[src/rtl/multi_dataflow_package.sv]
// multi_dataflow_package: shared types and constants for the multi_dataflow round-constant path
package multi_dataflow_package;
  localparam logic [7:0] AES_POLY_REDUCE = 8'h1B;
  localparam int RC_MAX_ROUNDS = 14;
  typedef enum logic [1:0] {IDLE = 2'd0, EMIT = 2'd1, DONE = 2'd2} rc_gen_state_t;
  typedef struct packed {
    logic [3:0]  n_rounds;
    logic [15:0] n_blocks;
    logic [7:0]  rc_init;
  } ctrl_rc_gen_t;
endpackage

[src/rtl/multi_dataflow_rc_xtime.sv]
// multi_dataflow_rc_xtime: combinational GF(2^8) multiply-by-2 (AES xtime)
module multi_dataflow_rc_xtime
  import multi_dataflow_package::*;
(
  input  logic [7:0] a_i,
  output logic [7:0] y_o
);
  assign y_o = {a_i[6:0], 1'b0} ^ (a_i[7] ? AES_POLY_REDUCE : 8'h00);
endmodule

[src/rtl/multi_dataflow_rc_gen.sv]
// multi_dataflow_rc_gen: on-chip AES round-constant stream source, restarted per block
module multi_dataflow_rc_gen
  import multi_dataflow_package::*;
#(
  parameter int DATA_WIDTH = 32,
  parameter int MAX_ROUNDS = RC_MAX_ROUNDS,
  parameter int CNT_WIDTH  = 16
) (
  input  logic                    clk_i,
  input  logic                    rst_i,
  input  logic                    clear_i,
  input  logic                    start_i,
  input  logic [3:0]              n_rounds_i,
  input  logic [CNT_WIDTH-1:0]    n_blocks_i,
  input  logic [7:0]              rc_init_i,
  output logic                    rc_valid_o,
  input  logic                    rc_ready_i,
  output logic [DATA_WIDTH-1:0]   rc_data_o,
  output logic [DATA_WIDTH/8-1:0] rc_strb_o,
  output logic                    busy_o,
  output logic                    done_o,
  output logic [CNT_WIDTH-1:0]    blk_cnt_o
);
  rc_gen_state_t state_q, state_d;
  logic [3:0] nr_q, nr_d, round_q, round_d, nr_sat;
  logic [CNT_WIDTH-1:0] nb_q, nb_d, blk_q, blk_d;
  logic [7:0] init_q, init_d, byte_q, byte_d, byte_x;
  logic xfer, last_round, last_blk;
  multi_dataflow_rc_xtime u_xtime (.a_i(byte_q), .y_o(byte_x));
  assign nr_sat = n_rounds_i > 4'(MAX_ROUNDS) ? 4'(MAX_ROUNDS) : n_rounds_i;
  assign xfer = (state_q == EMIT) && rc_ready_i;
  assign last_round = round_q == nr_q - 4'd1;
  assign last_blk = blk_q + 1'b1 == nb_q;
  always_comb begin
    state_d = state_q;
    nr_d = nr_q;
    nb_d = nb_q;
    init_d = init_q;
    byte_d = byte_q;
    round_d = round_q;
    blk_d = blk_q;
    if (state_q == IDLE && start_i) begin
      nr_d = nr_sat;
      nb_d = n_blocks_i;
      init_d = rc_init_i;
      byte_d = rc_init_i;
      round_d = '0;
      blk_d = '0;
      state_d = (nr_sat == '0 || n_blocks_i == '0) ? DONE : EMIT;
    end else if (xfer) begin
      round_d = last_round ? '0 : round_q + 4'd1;
      byte_d = last_round ? init_q : byte_x;
      blk_d = last_round ? blk_q + 1'b1 : blk_q;
      state_d = (last_round && last_blk) ? DONE : EMIT;
    end else if (state_q == DONE) begin
      state_d = IDLE;
    end
  end
  always_ff @(posedge clk_i) begin
    if (rst_i || clear_i) begin
      state_q <= IDLE;
      nr_q <= '0;
      nb_q <= '0;
      init_q <= '0;
      byte_q <= '0;
      round_q <= '0;
      blk_q <= '0;
    end else begin
      state_q <= state_d;
      nr_q <= nr_d;
      nb_q <= nb_d;
      init_q <= init_d;
      byte_q <= byte_d;
      round_q <= round_d;
      blk_q <= blk_d;
    end
  end
  assign rc_valid_o = state_q == EMIT;
  assign busy_o = rc_valid_o;
  assign done_o = state_q == DONE;
  assign blk_cnt_o = blk_q;
  assign rc_data_o = rc_valid_o ? DATA_WIDTH'(byte_q) << (DATA_WIDTH - 8) : '0;
  assign rc_strb_o = {(DATA_WIDTH/8){rc_valid_o}};
endmodule

[config.mk]
export PLATFORM = sky130hd
export DESIGN_NAME = multi_dataflow_rc_gen
export DESIGN_NICKNAME = d
export VERILOG_FILES = /design/src/rtl/multi_dataflow_package.sv /design/src/rtl/multi_dataflow_rc_xtime.sv /design/src/rtl/multi_dataflow_rc_gen.sv
export SDC_FILE = /design/constraint.sdc
export NUM_CORES = 1
export LEC_CHECK = 0
export ABC_AREA = 1
export CORE_MARGIN = 2
export CORE_UTILIZATION = 40
export CTS_BUF_LIST = sky130_fd_sc_hd__clkbuf_4 sky130_fd_sc_hd__clkbuf_8
export DETAILED_ROUTE_END_ITERATION = 10
export PLACE_DENSITY = 0.66
export RECOVER_POWER = 50
export SYNTH_ARGS = -nofsm -noshare
export SYNTH_HDL_FRONTEND = slang
export SYNTH_SLANG_ARGS = --single-unit
[constraint.sdc]
create_clock -name clk_i -period 1.8 [get_ports clk_i]
set_input_delay 0.27 -clock clk_i [delete_from_list [all_inputs] [get_ports clk_i]]
set_output_delay 0.27 -clock clk_i [all_outputs]
set_load 0.1 [all_outputs]
# --- After elaboration in Yosys (flattened, before gate mapping) ---
# Index checks and enable logic that the tools add are counted.
word_totals:
  output_inout_bits: 55
  register_bits: 58
classes:
  eq_ne: 4
  reduce_logical: 12
  magnitude_cmp: 1
  muxes: 12
  add_sub_neg: 3
  n_bitwise: 1
ops:
  columns: ["op", "count"]
  rows:
  - ["$mux 32", 1]
  - ["$mux 8", 3]
  - ["$add 16x1->16 const B", 1]
  - ["$eq 16x16->1", 1]
  - ["$logic_not 16->1", 1]
  - ["$mux 2", 5]
  - ["$mux 4", 2]
  - ["$xor 8x8->8", 1]
  - ["$mux 5", 1]
  - ["$add 4x1->4 const B", 1]
  - ["$eq 4x4->1", 1]
  - ["$gt 4x4->1 const B", 1]
  - ["$logic_not 4->1", 1]
  - ["$sub 4x1->4 const B", 1]
  - ["$logic_and 1x1->1", 3]
  - ["$reduce_bool 3->1", 1]
  - ["$eq 2x1->1 const B", 1]
  - ["$eq 2x2->1 const B", 1]
  - ["$logic_not 2->1", 1]
  - ["$logic_or 1x1->1", 2]
  - ["$reduce_and 2->1", 1]
  - ["$reduce_bool 2->1", 1]
  - ["$reduce_or 2->1", 1]

# --- Longest topological paths before layout ---
# Gate-level depths: netlist of the first run.
logic_depth:
  ltp_word: 6
  ltp_mapped: 18
  mapped_depth_nobuf: 18

# --- By module ---
# From an unflattened synthesis of the first run, not the netlist that was laid out.
unflattened:
  hier_cells: 530
  hier_area_um2: 3477.1
modules_own_cells:
  columns: ["mod", "seq_area_each_um2", "cells_per_inst", "area_each_um2", "instances"]
  rows:
  - ["multi_dataflow_rc_gen", 1161.1, 512, 3390.8, 1]
  - ["multi_dataflow_rc_xtime", 0.0, 18, 86.3, 1]

# --- Least setup slack after synthesis of the first run ---
# No wires, ideal clock.
synth_timing:
  kind: "reg-to-reg"
  startpoint: "register blk_q[0] (netlist: blk_cnt_o[0])"
  endpoint: "register state_q[0]"
  arrival_ns: 2.425
  setup_slack_ns: -0.734
  path_buffers: 0
  stages_incl_launch_ff: 15
  path_cell_list: "dfxtp_1 > ha_1 > nand2_2 > nor2_4 > nand3_1 > nand3b_1 > nand2_1 > nor2_1 > nand2_1 > nor2_1 > nand3_1 > nand2_1 > nand3_1 > nand2_1 > inv_1"
synth_via:
  elab_chain_len: 6
synth_lines:
  columns: ["item", "line_no", "text"]
  rows:
  - ["start, declared", "multi_dataflow_rc_gen.sv:26", "logic [CNT_WIDTH-1:0] nb_q, nb_d, blk_q, blk_d;"]
  - ["start signal, assigned", "multi_dataflow_rc_gen.sv:75", "blk_q <= blk_d;"]
  - ["$add 16x1->16", "multi_dataflow_rc_gen.sv:33", "assign last_blk = blk_q + 1'b1 == nb_q;"]
  - ["$eq 16x16->1", "multi_dataflow_rc_gen.sv:33", null]
  - ["$logic_and 1x1->1", "multi_dataflow_rc_gen.sv:54", "state_d = (last_round && last_blk) ? DONE : EMIT;"]
  - ["$mux 2", "multi_dataflow_rc_gen.sv:54", null]
  - ["$mux 2", "multi_dataflow_rc_gen.sv:50", "end else if (xfer) begin"]
  - ["$mux 2", "multi_dataflow_rc_gen.sv:42", "if (state_q == IDLE && start_i) begin"]
  - ["end signal, assigned", "multi_dataflow_rc_gen.sv:69", "state_q <= state_d;"]
  - ["end, declared", "multi_dataflow_rc_gen.sv:24", "rc_gen_state_t state_q, state_d;"]
# Every way passes these cells.
# A chain may end at the register's enable or synchronous reset.

# --- Worst setup path after layout of the first run ---
layout_timing:
  startpoint: "register nr_q[1]"
  endpoint: "register round_q[3]"
layout_via:
  elab_chain_len: 3
layout_lines:
  columns: ["item", "line_no", "text"]
  rows:
  - ["start, declared", "multi_dataflow_rc_gen.sv:25", "logic [3:0] nr_q, nr_d, round_q, round_d, nr_sat;"]
  - ["start signal, assigned", "multi_dataflow_rc_gen.sv:70", "nr_q <= nr_d;"]
  - ["$sub 4x1->4", "multi_dataflow_rc_gen.sv:32", "assign last_round = round_q == nr_q - 4'd1;"]
  - ["$eq 4x4->1", "multi_dataflow_rc_gen.sv:32", null]
  - ["$mux 4", "multi_dataflow_rc_gen.sv:51", "round_d = last_round ? '0 : round_q + 4'd1;"]
  - ["end signal, assigned", "multi_dataflow_rc_gen.sv:74", "round_q <= round_d;"]
  - ["end, declared", "multi_dataflow_rc_gen.sv:25", null]
# Every way passes these cells.

==> results of run 1 <==
-- cells by family after synthesis --
group	synth area share, %
and+or+nand+nor	31.3
buffers and inverters	15.1
AOI/OAI and AO/OA	15.8
DFF	33.9
xor gates and xnor gates	2.56
adders and majority gates	1.10
other	0.110
-- synthesized netlist by cell type (2+ instances only) --
cell	number
a21oi_1	21
a31oi_1	15
buf_2	5
buf_4	29
clkbuf_1	9
dfxtp_1	58
ha_1	3
inv_1	59
inv_2	2
nand2_1	121
nand2_2	5
nand3_1	35
nand3b_1	4
nand4_1	8
nor2_1	44
nor2_2	5
nor2_4	4
nor4_1	4
o211ai_1	7
o21ai_0	49
o21ai_2	2
xnor2_1	6
xor2_1	4
-- report_power, final --
| part | switching [mW] | internal (mW) | total (mW) |
|---|---|---|---|
| clock network | 0.553 | 0.829 | 1.38 |
| logic | 0.507 | 0.199 | 0.705 |
| registers | 0.0254 | 1.31 | 1.33 |
-- state kept, by name, summed over array words and instances (netlist names) --
name       cells
byte_q         8
state_q        2
nb_q          16
round_q        4
init_q         8
blk_cnt_o     16
nr_q           4
-- metal layers --
layer  up-vias  track usage, %
li1       1812               -
met1      1662            27.9
met2       119            38.5
met3         8            3.41
met4         0            7.51
met5         -               0
-- worst max path at each step --
| stage | start | to | slack, ps |
|---|---|---|---|
| 4_1_cts | nr_q[1] | round_q[3] | -0.2 |
| 2_1_floorplan | state_q[0] | rc_data_o[24] | -240 |
| 6_report | nr_q[1] | round_q[3] | -6 |
| 3_3_place_gp | n_blocks_i[11] | state_q[1] | -140 |
| 3_5_place_dp | n_blocks_i[11] | state_q[1] | -160 |
| 5_1_grt | blk_cnt_o[0] | state_q[0] | -140 |
-- per-stage QoR --
step | setup TNS [ps] | setup slack, ps | instances
floorplan | -2080 | -239 | 536
global placement | -256 | -137 | 698
detailed placement | -432 | -161 | 698
CTS | -0.225 | -0.225 | 719
global route | -1720 | -137 | 719
finish | -5.60 | -5.60 | 719
-- area by class of cell --
cell class | count | share of cell area [%]
clock buffers | 11 | 3.04
clock inverters | 5 | 1.60
inverters | 62 | 5.20
multi-input cells | 372 | 40.0
flip-flops and latches | 58 | 25.3
well taps | 105 | 2.76
repair buffers | 105 | 21.9
repair inverters | 1 | 0.157
-- repair_timing --
action	in CTS	in global routing
resized for setup	15	5
buffers inserted	4	0
hold endpoints to repair	0	0
pin swaps	6	7
setup endpoints to repair	16	23
gates cloned	1	0
-- critical path, cell delays in order, from the launching register on --
cell	delay, ps
dfxtp_2	340
inv_4	50
ha_4	220
xnor2_1	110
nor2_1	80
nand2_1	60
nor2_2	120
inv_2	70
nor2_4	180
clkinvlp_4	210
nand2_2	130
or2_1	100
inv_1	30
==> impl_metrics.toml, run 1 <==
[run_status]
outcome = "complete, but fails checks"
violations = "negative setup slack"

[layout]
final_common_cell = "nand2_1"
final_layout_size_suffix_gt1_share_pct = 23.0
nets = 645
syn2layout_area_growth_pct = 39.4
multi_input_area_sq_mm = 0.00191
mostFrequentLayoutCells = "nand2_1, inv_1, nor2_1"
finalInstanceArea_sq_mm = 0.00477
num_antenna_cells = 0
fillers = 776
utilization_pct = 57.7
seqCellArea_sq_mm = 0.00121

[critical_path]
crit_required_ps = 2050
crit_type = "flip-flop to flip-flop"
cp.arrival_ps = 2050
rr_endpoint = "round_q[3]"
start_kind = "flip-flop"
r2r_slack_ps = -6
ff2ff_path_depth = 12
r2r-start = "nr_q[1]"
end_kind = "flip-flop"
worstPathMaxFanout = 6

[die]
chipWidth_microns = 96.5
ios = 88
core.rowCount = 33
initial_utilization_pct = 41.4
die-area_sq_mm = 0.00931
die_h_microns = 96.5
core_area_sq_mm = 0.00826

[timing]
timing.final.hold_violations = 0
finalWorstSetupSlack_ps = -5.60
max-slew-margin-rel_pct = 63.5
timing.fmax_mhz = 554
fin_crit_sh_pct = 100
finalMaxSlewViolations = 0
rsz0062_at_grt = "true"
final_period_minus_worst_setup_slack_ps = 1810
whs_ps = 469
worst_pin_slew_ps = 549
finClkSkew_ps = 7.06
setup_viol = 1

[cts]
clockBufferDepth = 2
cts_root_buf = "clkbuf_8"
clkSinkCount = 58
cts_hold_buf = 0
cts_tree = "done"
clkTransAtPathRegs_ps = 70
clock_latency_ps = 340
cts_made_buffers = 9
cts_max_level = 3

[detailed_routing]
wl_met1_microns = 4240
drt_iter0_markers = 132
postRouteAntennaNets = 0
post_drt_via_cell_ratio = 5.01
wirelength_microns = 9670
drc = 0
met3_wirelength_microns = 524
wl_per_cell_microns = 13.5
dr_wl_met2_microns = 4800
top_layer = "met4"
vias = 3601
first_pass_iters = 4

[job]
cap_violations = 0

[yosys]
synthesis.area_sq_mm = 0.00342
ys_types = 37
synthTopCellsByArea = "dfxtp_1, nand2_1, o21ai_0"
ys_seq_area_share_pct = 33.9
yosysTopAreaCell = "dfxtp_1"
synth_cells = 513
ys_warn_count = 0
synth_top_area_share_pct = 33.9
synth-seq-cells = 58
synth_edf_count = 0
synthFlopType = "dfxtp_1"
syn_area_per_cell_sq_um = 6.67
ys_async_sr_fraction_pct = 0

[global_routing]
antenna_found_initial = 0
grt_overflow_total = 0
track_usage_pct = 22.1
grt_pass1_vias = 3366
grt_max_degree = 28
grt_pass1_wl_microns = 15900

[pwr]
powerDensity_mw_per_mm2 = 717
power_mw = 3.42
total_leakage_power_nw = 2.03
ir_worst_vdd_uv = 332

[worst_hold_path]
min_to = "init_q[5]"
hp-start = "init_q[5]"
holdPathStages = 2
hp-class = "flip-flop to flip-flop"

[place]
place.gp.congestion = 0.850
dpl_cell_area_sq_mm = 0.00472
port_buffers = 63
hpwl_microns = 7110
Note: power is estimated with default switching activity, not from simulation.
==> inputs of run 2 (changes only) <==
--- a/config.mk
+++ b/config.mk
@@ -6,6 +6,7 @@
 export NUM_CORES = 1
 export LEC_CHECK = 0
 export ABC_AREA = 1
+export CORE_ASPECT_RATIO = 1.25
 export CORE_MARGIN = 2
 export CORE_UTILIZATION = 40
 export CTS_BUF_LIST = sky130_fd_sc_hd__clkbuf_4 sky130_fd_sc_hd__clkbuf_8
==> impl_metrics.toml, run 2 (synthesis results as in run 1) <==
[global_routing]
grt_pass1_wl_microns = 16000
grt_max_degree = 28
grt_overflow_total = 0
track_usage_pct = 21.5
grt_pass1_vias = 3465
antenna_found_initial = 0

[critical_path]
crit_family = "buffers and inverters"
crit_path_top_delay_cell = "dfxtp_2"
cp_cell_sequence = "inv_2 -> ha_4 -> xnor2_1 -> nor2_1 -> nand2_1 -> nor2_2 -> inv_2 -> nor2_4 -> clkinvlp_4 -> buf_6 -> nand2_2 -> a21oi_1"
worstPathMaxFanout = 5
rr_endpoint = "blk_cnt_o[10]"
ff2ff_path_depth = 12
slowest_delay_ps = 320
end_kind = "flip-flop"
startpoint = "nr_q[1]"
r2r_slack_ps = -50
crit_required_ps = 2010
cp.arrival_ps = 2070
cpMostUsedCell = "inv_2"
r2r-start = "nr_q[1]"
start_kind = "flip-flop"
crit_type = "flip-flop to flip-flop"
cp_num_buf_inv = 4

[layout]
syn2layout_area_growth_pct = 44.1
final_layout_size_suffix_gt1_share_pct = 26.0
final_cells = 712
final_common_cell = "nand2_1"
num_antenna_cells = 0
utilization_pct = 59.5
mostFrequentLayoutCells = "nand2_1, inv_1, dfxtp_1"
nets = 646
finalInstanceArea_sq_mm = 0.00493

[timing]
timing.fmax_mhz = 539
max-slew-margin-rel_pct = 64.0
final_period_minus_worst_setup_slack_ps = 1850
fin_crit_sh_pct = 103
finClkSkew_ps = 12.2
finalWorstSetupSlack_ps = -54.3
whs_ps = 463
rsz0062_at_grt = "true"
worst_pin_slew_ps = 542
timing.final.hold_violations = 0
setup_viol = 10
fin_tns_setup_ps = -260
finalMaxSlewViolations = 0

[place]
hpwl_microns = 7080
port_buffers = 63
post-place-ws_ps = -14.7
dpl_cell_area_sq_mm = 0.00465
place.gp.congestion = 0.892
dp.cells = 688

[cts]
clkSinkCount = 58
clkTransAtPathRegs_ps = 70
cts_tree = "done"
clockBufferDepth = 2
cts_hold_buf = 0
cts_root_buf = "clkbuf_8"
clock_latency_ps = 340
cts_made_buffers = 9
cts_max_level = 3

[run_status]
outcome = "complete, but fails checks"
violations = "negative setup slack"

[worst_hold_path]
min_to = "init_q[4]"
holdPathStages = 2
hp-class = "flip-flop to flip-flop"
hp-start = "init_q[4]"

[detailed_routing]
postRouteAntennaNets = 0
post_drt_via_cell_ratio = 5.11
drt_iter0_markers = 161
first_pass_iters = 5
vias = 3640
wl_per_cell_microns = 13.9
wirelength_microns = 9870
drc = 0

[die]
core_area_sq_mm = 0.00829
initial_utilization_pct = 41.3
die-area_sq_mm = 0.00931
chipWidth_microns = 86.7
die_h_microns = 107
ios = 88
core.rowCount = 37

[pwr]
internal-power_mw = 2.50
p_seq_share_pct = 37.3
powerDensity_mw_per_mm2 = 723
pwr-share-clk_pct = 42.7
swShare_pct = 29.9
power_mw = 3.56
combPwrFrac_pct = 20.0
total_leakage_power_nw = 2.05
ir_worst_vdd_uv = 348
switchingPower_mw = 1.07

[job]
cap_violations = 0
==> run 2: final cells by class <==
cell class              instances  area, sq um
well taps                      97          121
fillers                       745         3360
repair buffers                106         1120
flip-flops and latches         58         1210
repair inverters                1         7.51
clock buffers                  12          153
multi-input cells             372         1970
clock inverters                 4         98.8
inverters                      62          245
==> run 2: worst max-delay path by stage <==
stage	to	slack, ps	cells past startpoint
after floorplan	rc_data_o[24]	-240	2
after detailed placement	state_q[0]	-10	14
after CTS	blk_cnt_o[6]	-20	11
after global placement	state_q[0]	30	14
final	blk_cnt_o[10]	-50	12
after global routing	blk_cnt_o[10]	-180	12
==> run 2: power groups by stage <==
stage | Combinational [mW] | Clock, mW | Sequential (mW)
after global routing | 0.754 | 1.61 | 1.33
after floorplan | 0.541 | 0 | 1.35
final | 0.711 | 1.52 | 1.33
after global placement | 0.700 | 0 | 1.36
after CTS | 0.710 | 1.55 | 1.33
after detailed placement | 0.706 | 0 | 1.36
==> run 2: repair_timing <==
action	in CTS	in global routing
pin swaps	8	19
endpoints found under the setup margin	12	29
resized for setup	11	32
buffers inserted	1	5
gates cloned	1	1
==> run 2: worst reg2reg max path, cell delays in order (launching register included) <==
cell and delay [ps]:
dfxtp_2 320, inv_2 40, ha_4 230, xnor2_1 110, nor2_1 80, nand2_1 70, nor2_2 140, inv_2 60
nor2_4 180, clkinvlp_4 230, buf_6 170, nand2_2 40, a21oi_1 50
==> run 2: per-layer routing <==
metal / global-route usage [%] / up-vias / wire (microns) / part of all wire [%]
li1: - / 1816 / - / -
met1: 26.6 / 1667 / 4120 / 42
met2: 35.9 / 142 / 5000 / 51
met3: 5.14 / 15 / 567 / 5.7
met4: 7.81 / 0 / 180 / 1.8
met5: 0 / - / 0 / 0
